## src/rtl/fractal_sync_pkg.sv

```systemverilog
// Shared request/response beat formats for the fractal sync ingress path,
// plus the round-robin pick used by the port arbiter.
package fractal_sync_pkg;

  localparam int unsigned ID_W      = 8;
  localparam int unsigned AGGR_W    = 4;
  localparam int unsigned MAX_PORTS = 32;

  typedef struct packed {
    logic              sync;
    logic [AGGR_W-1:0] aggr;
    logic [ID_W-1:0]   id;
  } fsync_req_t;

  typedef struct packed {
    logic            wake;
    logic            error;
    logic [ID_W-1:0] id;
  } fsync_rsp_t;

  // First set bit of valid at or after start, wrapping at n; returns start if none.
  function automatic int unsigned rr_next(input logic [MAX_PORTS-1:0] valid,
                                          input int unsigned          n,
                                          input int unsigned          start);
    int unsigned idx;
    logic        found;
    rr_next = start;
    found   = 1'b0;
    for (int unsigned k = 0; k < MAX_PORTS; k++) begin
      idx = (start + k) % n;
      if (!found && (k < n) && valid[idx]) begin
        rr_next = idx;
        found   = 1'b1;
      end
    end
  endfunction

endpackage

```

## src/rtl/fractal_sync_fifo.sv

```systemverilog
// Per-port request buffer; pointers carry an extra wrap bit so full and
// empty are distinguished without a separate counter.
module fractal_sync_fifo #(
  parameter type         T     = logic,
  parameter int unsigned DEPTH = 4
) (
  input  logic clk_i,
  input  logic rst_ni,
  input  logic push,
  input  T     wdata,
  input  logic pop,
  output T     rdata,
  output logic full,
  output logic empty
);

  localparam int unsigned AW = $clog2(DEPTH);

  logic [AW:0] wr_ptr;
  logic [AW:0] rd_ptr;
  T            mem [DEPTH];

  assign full  = (wr_ptr[AW-1:0] == rd_ptr[AW-1:0]) && (wr_ptr[AW] != rd_ptr[AW]);
  assign empty = (wr_ptr == rd_ptr);
  assign rdata = mem[rd_ptr[AW-1:0]];

  // Pointer update; full/empty come from pre-cycle pointers.
  always_ff @(posedge clk_i or negedge rst_ni) begin
    if (!rst_ni) begin
      wr_ptr <= '0;
      rd_ptr <= '0;
    end else begin
      if (push && !full) begin
        wr_ptr <= wr_ptr + 1'b1;
      end
      if (pop && !empty) begin
        rd_ptr <= rd_ptr + 1'b1;
      end
    end
  end

  // Storage needs no reset: entries are only read between push and pop.
  always_ff @(posedge clk_i) begin
    if (push && !full) begin
      mem[wr_ptr[AW-1:0]] <= wdata;
    end
  end

endmodule

```

## src/rtl/fractal_sync_rx_arbiter_chk.sv

```systemverilog
// Simulation-side checks on the node response interface.
module fractal_sync_rx_arbiter_chk #(
  parameter int unsigned N_PORTS = 2,
  parameter int unsigned PORT_W  = 1
) (
  input logic              clk_i,
  input logic              rst_ni,
  input logic              rsp_wake,
  input logic [PORT_W-1:0] rsp_port
);

  // Node responses must address an existing port; others are dropped by the router.
  a_rsp_port_range: assert property (@(posedge clk_i) disable iff (!rst_ni)
    rsp_wake |-> (32'(rsp_port) < N_PORTS));

endmodule

```

## src/rtl/fractal_sync_rx_arbiter.sv

```systemverilog
// Node ingress: buffers each pipeline port, round-robin arbitrates the heads
// toward the node, and routes wake / overflow-error responses back.
module fractal_sync_rx_arbiter
  import fractal_sync_pkg::*;
#(
  parameter type         fsync_req_t = fractal_sync_pkg::fsync_req_t,
  parameter type         fsync_rsp_t = fractal_sync_pkg::fsync_rsp_t,
  parameter int unsigned N_PORTS     = 2,
  parameter int unsigned FIFO_DEPTH  = 4,
  parameter int unsigned PORT_W      = (N_PORTS > 1) ? $clog2(N_PORTS) : 1
) (
  input  logic              clk_i,
  input  logic              rst_ni,
  input  fsync_req_t        req_i [N_PORTS],
  output fsync_rsp_t        rsp_o [N_PORTS],
  output fsync_req_t        req_o,
  output logic [PORT_W-1:0] req_port_o,
  input  logic              req_ready_i,
  input  fsync_rsp_t        rsp_i,
  input  logic [PORT_W-1:0] rsp_port_i
);

  logic [N_PORTS-1:0]   push, pop, full, empty, overflow, node_hit, emit;
  fsync_req_t           head [N_PORTS];
  fsync_rsp_t           err_rsp [N_PORTS];
  logic [MAX_PORTS-1:0] nonempty;
  logic [PORT_W-1:0]    rr_ptr, grant, lock_port;
  logic                 locked, handshake;
  logic [N_PORTS-1:0]   err_pend;
  logic [ID_W-1:0]      err_id [N_PORTS];

  for (genvar p = 0; p < N_PORTS; p++) begin : g_port
    assign push[p]     = req_i[p].sync & ~full[p];
    assign overflow[p] = req_i[p].sync & full[p];

    fractal_sync_fifo #(
      .T     (fsync_req_t),
      .DEPTH (FIFO_DEPTH)
    ) i_fifo (
      .clk_i (clk_i),
      .rst_ni(rst_ni),
      .push  (push[p]),
      .wdata (req_i[p]),
      .pop   (pop[p]),
      .rdata (head[p]),
      .full  (full[p]),
      .empty (empty[p])
    );
  end

  // Grant selection; a stalled grant is held so req_o stays stable.
  always_comb begin
    nonempty = '0;
    nonempty[N_PORTS-1:0] = ~empty;
    if (locked) begin
      grant = lock_port;
    end else begin
      grant = PORT_W'(rr_next(nonempty, N_PORTS, 32'(rr_ptr)));
    end
    req_o      = '0;
    req_port_o = '0;
    if (!empty[grant]) begin
      req_o      = head[grant];
      req_port_o = grant;
    end else begin
      req_o      = '0;
      req_port_o = '0;
    end
    handshake = req_o.sync & req_ready_i;
    pop = '0;
    if (handshake) begin
      pop[grant] = 1'b1;
    end else begin
      pop = '0;
    end
  end

  // Round-robin pointer and grant lock.
  always_ff @(posedge clk_i or negedge rst_ni) begin
    if (!rst_ni) begin
      rr_ptr    <= '0;
      locked    <= 1'b0;
      lock_port <= '0;
    end else begin
      locked    <= req_o.sync & ~req_ready_i;
      lock_port <= grant;
      if (handshake) begin
        rr_ptr <= (grant == PORT_W'(N_PORTS - 1)) ? '0 : grant + 1'b1;
      end
    end
  end

  // Per-port response sources; a node wake defers a pending error by a cycle.
  always_comb begin
    for (int p = 0; p < N_PORTS; p++) begin
      node_hit[p]      = rsp_i.wake && (32'(rsp_port_i) == 32'(p));
      emit[p]          = err_pend[p] & ~node_hit[p];
      err_rsp[p]       = '0;
      err_rsp[p].error = 1'b1;
      err_rsp[p].id    = err_id[p];
    end
  end

  // Registered response mux and sticky overflow-error capture.
  always_ff @(posedge clk_i or negedge rst_ni) begin
    if (!rst_ni) begin
      err_pend <= '0;
      for (int p = 0; p < N_PORTS; p++) begin
        rsp_o[p]  <= '0;
        err_id[p] <= '0;
      end
    end else begin
      for (int p = 0; p < N_PORTS; p++) begin
        if (node_hit[p]) begin
          rsp_o[p] <= rsp_i;
        end else if (err_pend[p]) begin
          rsp_o[p] <= err_rsp[p];
        end else begin
          rsp_o[p] <= '0;
        end
        if (overflow[p] && (!err_pend[p] || emit[p])) begin
          err_pend[p] <= 1'b1;
          err_id[p]   <= req_i[p].id;
        end else if (emit[p]) begin
          err_pend[p] <= 1'b0;
        end
      end
    end
  end

  fractal_sync_rx_arbiter_chk #(
    .N_PORTS(N_PORTS),
    .PORT_W (PORT_W)
  ) i_chk (
    .clk_i   (clk_i),
    .rst_ni  (rst_ni),
    .rsp_wake(rsp_i.wake),
    .rsp_port(rsp_port_i)
  );

endmodule

```

## config.mk

```make
export PLATFORM = sky130hd
export DESIGN_NAME = fractal_sync_rx_arbiter
export DESIGN_NICKNAME = d
export VERILOG_FILES = /design/src/rtl/fractal_sync_pkg.sv /design/src/rtl/fractal_sync_fifo.sv /design/src/rtl/fractal_sync_rx_arbiter_chk.sv /design/src/rtl/fractal_sync_rx_arbiter.sv
export SDC_FILE = /design/constraint.sdc
export NUM_CORES = 1
export LEC_CHECK = 0
export BUFFER_PORTS_ARGS = -buffer_cell sky130_fd_sc_hd__buf_4
export CAP_MARGIN = 20
export CORE_ASPECT_RATIO = 1.75
export CORE_MARGIN = 3
export CORE_UTILIZATION = 58
export DETAILED_ROUTE_END_ITERATION = 10
export GPL_ROUTABILITY_DRIVEN = 0
export PLACE_DENSITY = 0.8
export SLEW_MARGIN = 30
export SYNTH_ARGS = -nofsm -noshare
export SYNTH_HDL_FRONTEND = slang
export SYNTH_SLANG_ARGS = --single-unit
export TNS_END_PERCENT = 1
```

## constraint.sdc

```tcl
create_clock -name clk_i -period 3.3 [get_ports clk_i]
set_clock_uncertainty 0.05 [all_clocks]
set_input_delay 0.33 -clock clk_i [delete_from_list [all_inputs] [get_ports clk_i]]
set_output_delay 0.33 -clock clk_i [all_outputs]
set_load 0.02 [all_outputs]
```

==> flow_metrics.py <==
metrics = {
    "power_and_ir_drop": {
        "swShare": 0.3461,
        "intPower_mw": 5.381,
        "clkPwrFrac": 0.242,
        "switching_power_mw": 2.848,
        "seqPwrFrac": 0.360,
        "leakage_nw": 3.011,
        "pwr-share-comb": 0.397,
        "powerDensity_nw_per_um2": 1071,
        "peakVddDrop_mv": 1.077,
    },
    "synth": {
        "ys.flop_type": "edfxtp_1",
        "ys_seq_area_frac": 0.6994,
        "ys_async_sr_fraction": 0.3376,
        "synth.most_common_cell": "edfxtp_1",
        "synthCells": 375,
        "syn_area_per_cell_um2": 16.96,
        "ys_ff_latch": 157,
        "ys.warnings.count": 0,
        "synthesis.area_um2": 6361,
        "post-synth-top-area-cell": "edfxtp_1",
        "synth_edf_count": 104,
        "yosys-top-cells-count": "edfxtp_1, dfrtp_1, nand2_1",
        "netlist.area_leader.share": 0.4910,
        "yosysUniqueCellTypes": 39,
        "synth_nets": 425,
        "yosys-top-cells-area": "edfxtp_1, dfrtp_1, mux4_2",
    },
    "finish": {
        "area_delta_synth_final_pct": 20.77,
        "antenna_cells": 0,
        "fin_util": 0.7181,
        "num-nets-final": 510,
        "drive_gt1_frac": 0.3636,
        "finalInstanceArea_um2": 7682,
    },
    "critical_path": {
        "startpoint": "g_port[1].i_fifo.wr_ptr[1]",
        "crit_fanout": 18,
        "rrSetupSlack_ps": 870,
        "cpPeakStageDelay_ps": 440,
        "crit_type": "register to primary output",
        "startpoint_type": "register",
        "path_cells": "xor2_2, or3_4, o311ai_4, buf_12, mux2i_1, nor2_1, buf_4",
        "arrival_ps": 2570,
        "critPathCaptureType": "primary output",
        "r2r-end": "g_port[0].i_fifo.mem[2][5]",
        "worst-r2r-cell-count": 4,
        "slowest_stage": "dfrtp_1",
        "crit_required_ps": 2920,
        "r2r-start": "g_port[0].i_fifo.wr_ptr[1]",
    },
    "floorplan": {
        "core_area_um2": 10700,
        "die_w_um": 85.17,
        "ioPinCount": 74,
        "fp.dieArea_um2": 12310,
        "num_rows": 50,
        "dieHeight_um": 144.5,
        "initial_utilization": 0.5946,
    },
    "run": {
        "maxCapViolations": 0,
    },
    "drt": {
        "wl_per_cell_um": 21.32,
        "drtIter0Drc": 198,
        "vias": 3470,
        "ant_nets": 0,
        "drc": 0,
        "wirelength_mm": 12.86,
        "drt_first_pass_iters": 4,
        "vias_per_cell": 5.755,
    },
    "grt": {
        "grt_first_pass_wirelength_mm": 19.69,
        "use_met1": 0.2545,
        "track_usage": 0.2203,
        "gr-usage-met3": 0.05815,
        "grt_pass1_vias": 3704,
        "antenna_found_initial": 0,
        "overflow": 0,
        "use_met2": 0.3762,
        "grt_max_degree": 54,
        "grt_busiest_layer": "met2",
    },
    "clock_network": {
        "cts_resized": 0,
        "cts_made_buffers": 17,
        "cts_tree": "done",
        "clk_pin_slew_ps": 60,
        "clk_latency_ps": 410,
        "clock_path_buffers": 2,
        "clockRootBuffer": "clkbuf_16",
        "cts.sinks": 157,
        "htreeDepth": 4,
    },
    "outcome": {
        "status": "complete, no violations",
    },
    "min_path": {
        "holdCritStartpoint": "req_ready_i",
        "hold-path-endpoint": "locked",
        "hold_path_depth": 2,
        "hold_path_class": "input pin to register",
    },
    "sta": {
        "grt_setup_unrepaired": "false",
        "drv_slew": 0,
        "setup_viol": 0,
        "timing.final.ws_setup_ps": 354.6,
        "tightestPinTransition_ps": 770.2,
        "setup_tns_ps": 0,
        "hold_viol": 0,
        "min_period_over_period": 0.8925,
        "max_freq_mhz": 339.5,
        "slew-limit-headroom": 0.4865,
        "min_period_ps": 2945,
    },
    "placement": {
        "dp_hpwl_mm": 8.580,
        "port_buffers": 73,
        "dpl_cell_area_um2": 7041,
        "dp_slack_ps": 361.9,
    },
}
-- power groups by stage --
stage,clock [mW],combinational [mW],sequential (mW)
after floorplan,0,2.17,2.95
after global placement,0,3.13,2.96
after detailed placement,0,3.22,2.99
after CTS,2.02,3.30,2.97
after global routing,2.09,3.51,3.02
final,1.99,3.27,2.97
-- flip-flops by register name, summed over array words and instances (netlist names) --
signal	flops
g_port.i_fifo.mem	104
rsp_o	20
err_id	16
g_port.i_fifo.rd_ptr	6
g_port.i_fifo.wr_ptr	6
err_pend	2
lock_port	1
locked	1
rr_ptr	1
-- placed cells by master (no fill, tap or decap), drive strengths merged, types with 2 or more instances in the layout --
cell type	Yosys	routed
a21boi	2	2
a21oi	4	4
and2	9	9
buf	7	81
bufinv	0	3
clkbuf	9	23
clkinv	0	4
dfrtp	53	53
edfxtp	104	104
ha	10	10
inv	7	8
mux2	20	20
mux2i	14	14
mux4	26	26
nand2	42	42
nand3	3	3
nor2	17	17
nor4	2	2
o21ai	19	19
o311ai	2	2
o31ai	3	3
or3	2	2
xnor2	5	5
xor2	9	9
-- through the flow --
step	total power [mW]	hold WS (ps)	cells
finish	8.229	51.58	603
global route	8.615	40.54	603
CTS	8.284	38.22	603
detailed placement	6.208	365.5	569
global placement	6.087	360.9	569
floorplan	5.120	-15.59	375
-- logic make-up (layout without fill, tap and decap cells) --
group           Yosys count  in the layout  synth area share
buf+inv                  23            121           0.01731
mux                      60             60            0.1495
flops                   157            157            0.6994
compound gates           31             31           0.03147
xor+xnor                 14             14           0.02164
fa+ha+maj                10             10           0.01967
simple gates             80             80           0.06098
-- worst max-delay path: cells and delay by family, from the launching register on --
kind,cells,cell delay (ps)
xor gates and xnor gates,1,220
AOI/OAI and AO/OA,1,330
and+or+nand+nor,2,480
buffers and inverters,2,370
DFF,1,440
muxes,1,300
-- how the worst max path moves through the flow --
stage	endpoint	slack, ps	depth (start not counted)
CTS	req_o[12]	350	7
floorplan	req_o[10]	840	7
finish	req_o[2]	350	7
global placement	req_o[12]	460	6
global route	req_o[12]	230	7
detailed placement	req_o[12]	360	6
-- layout make-up --
type	instances	area, um^2
flip-flops and latches	157	4449
fillers	646	3015
multi-input cells	195	1802
repair buffers	82	630.6
clock buffers	23	478.0
well taps	130	162.7
clock inverters	9	133.9
inverters	7	26.28
-- per-layer routing --
metal,wire (um),vias to the layer above,share of wire
li1,-,1562,-
met1,4679,1750,0.36
met2,6939,133,0.54
met3,822,25,0.064
met4,413,0,0.032
met5,0,-,0
-- repair_timing --
item / CTS / global route
hold endpoints to repair: 53 / 0
hold buffers: 1 / 0
endpoints found under the setup margin: 5 / 0
buffers inserted: 1 / 0
Note: power is estimated with default switching activity, not from simulation.
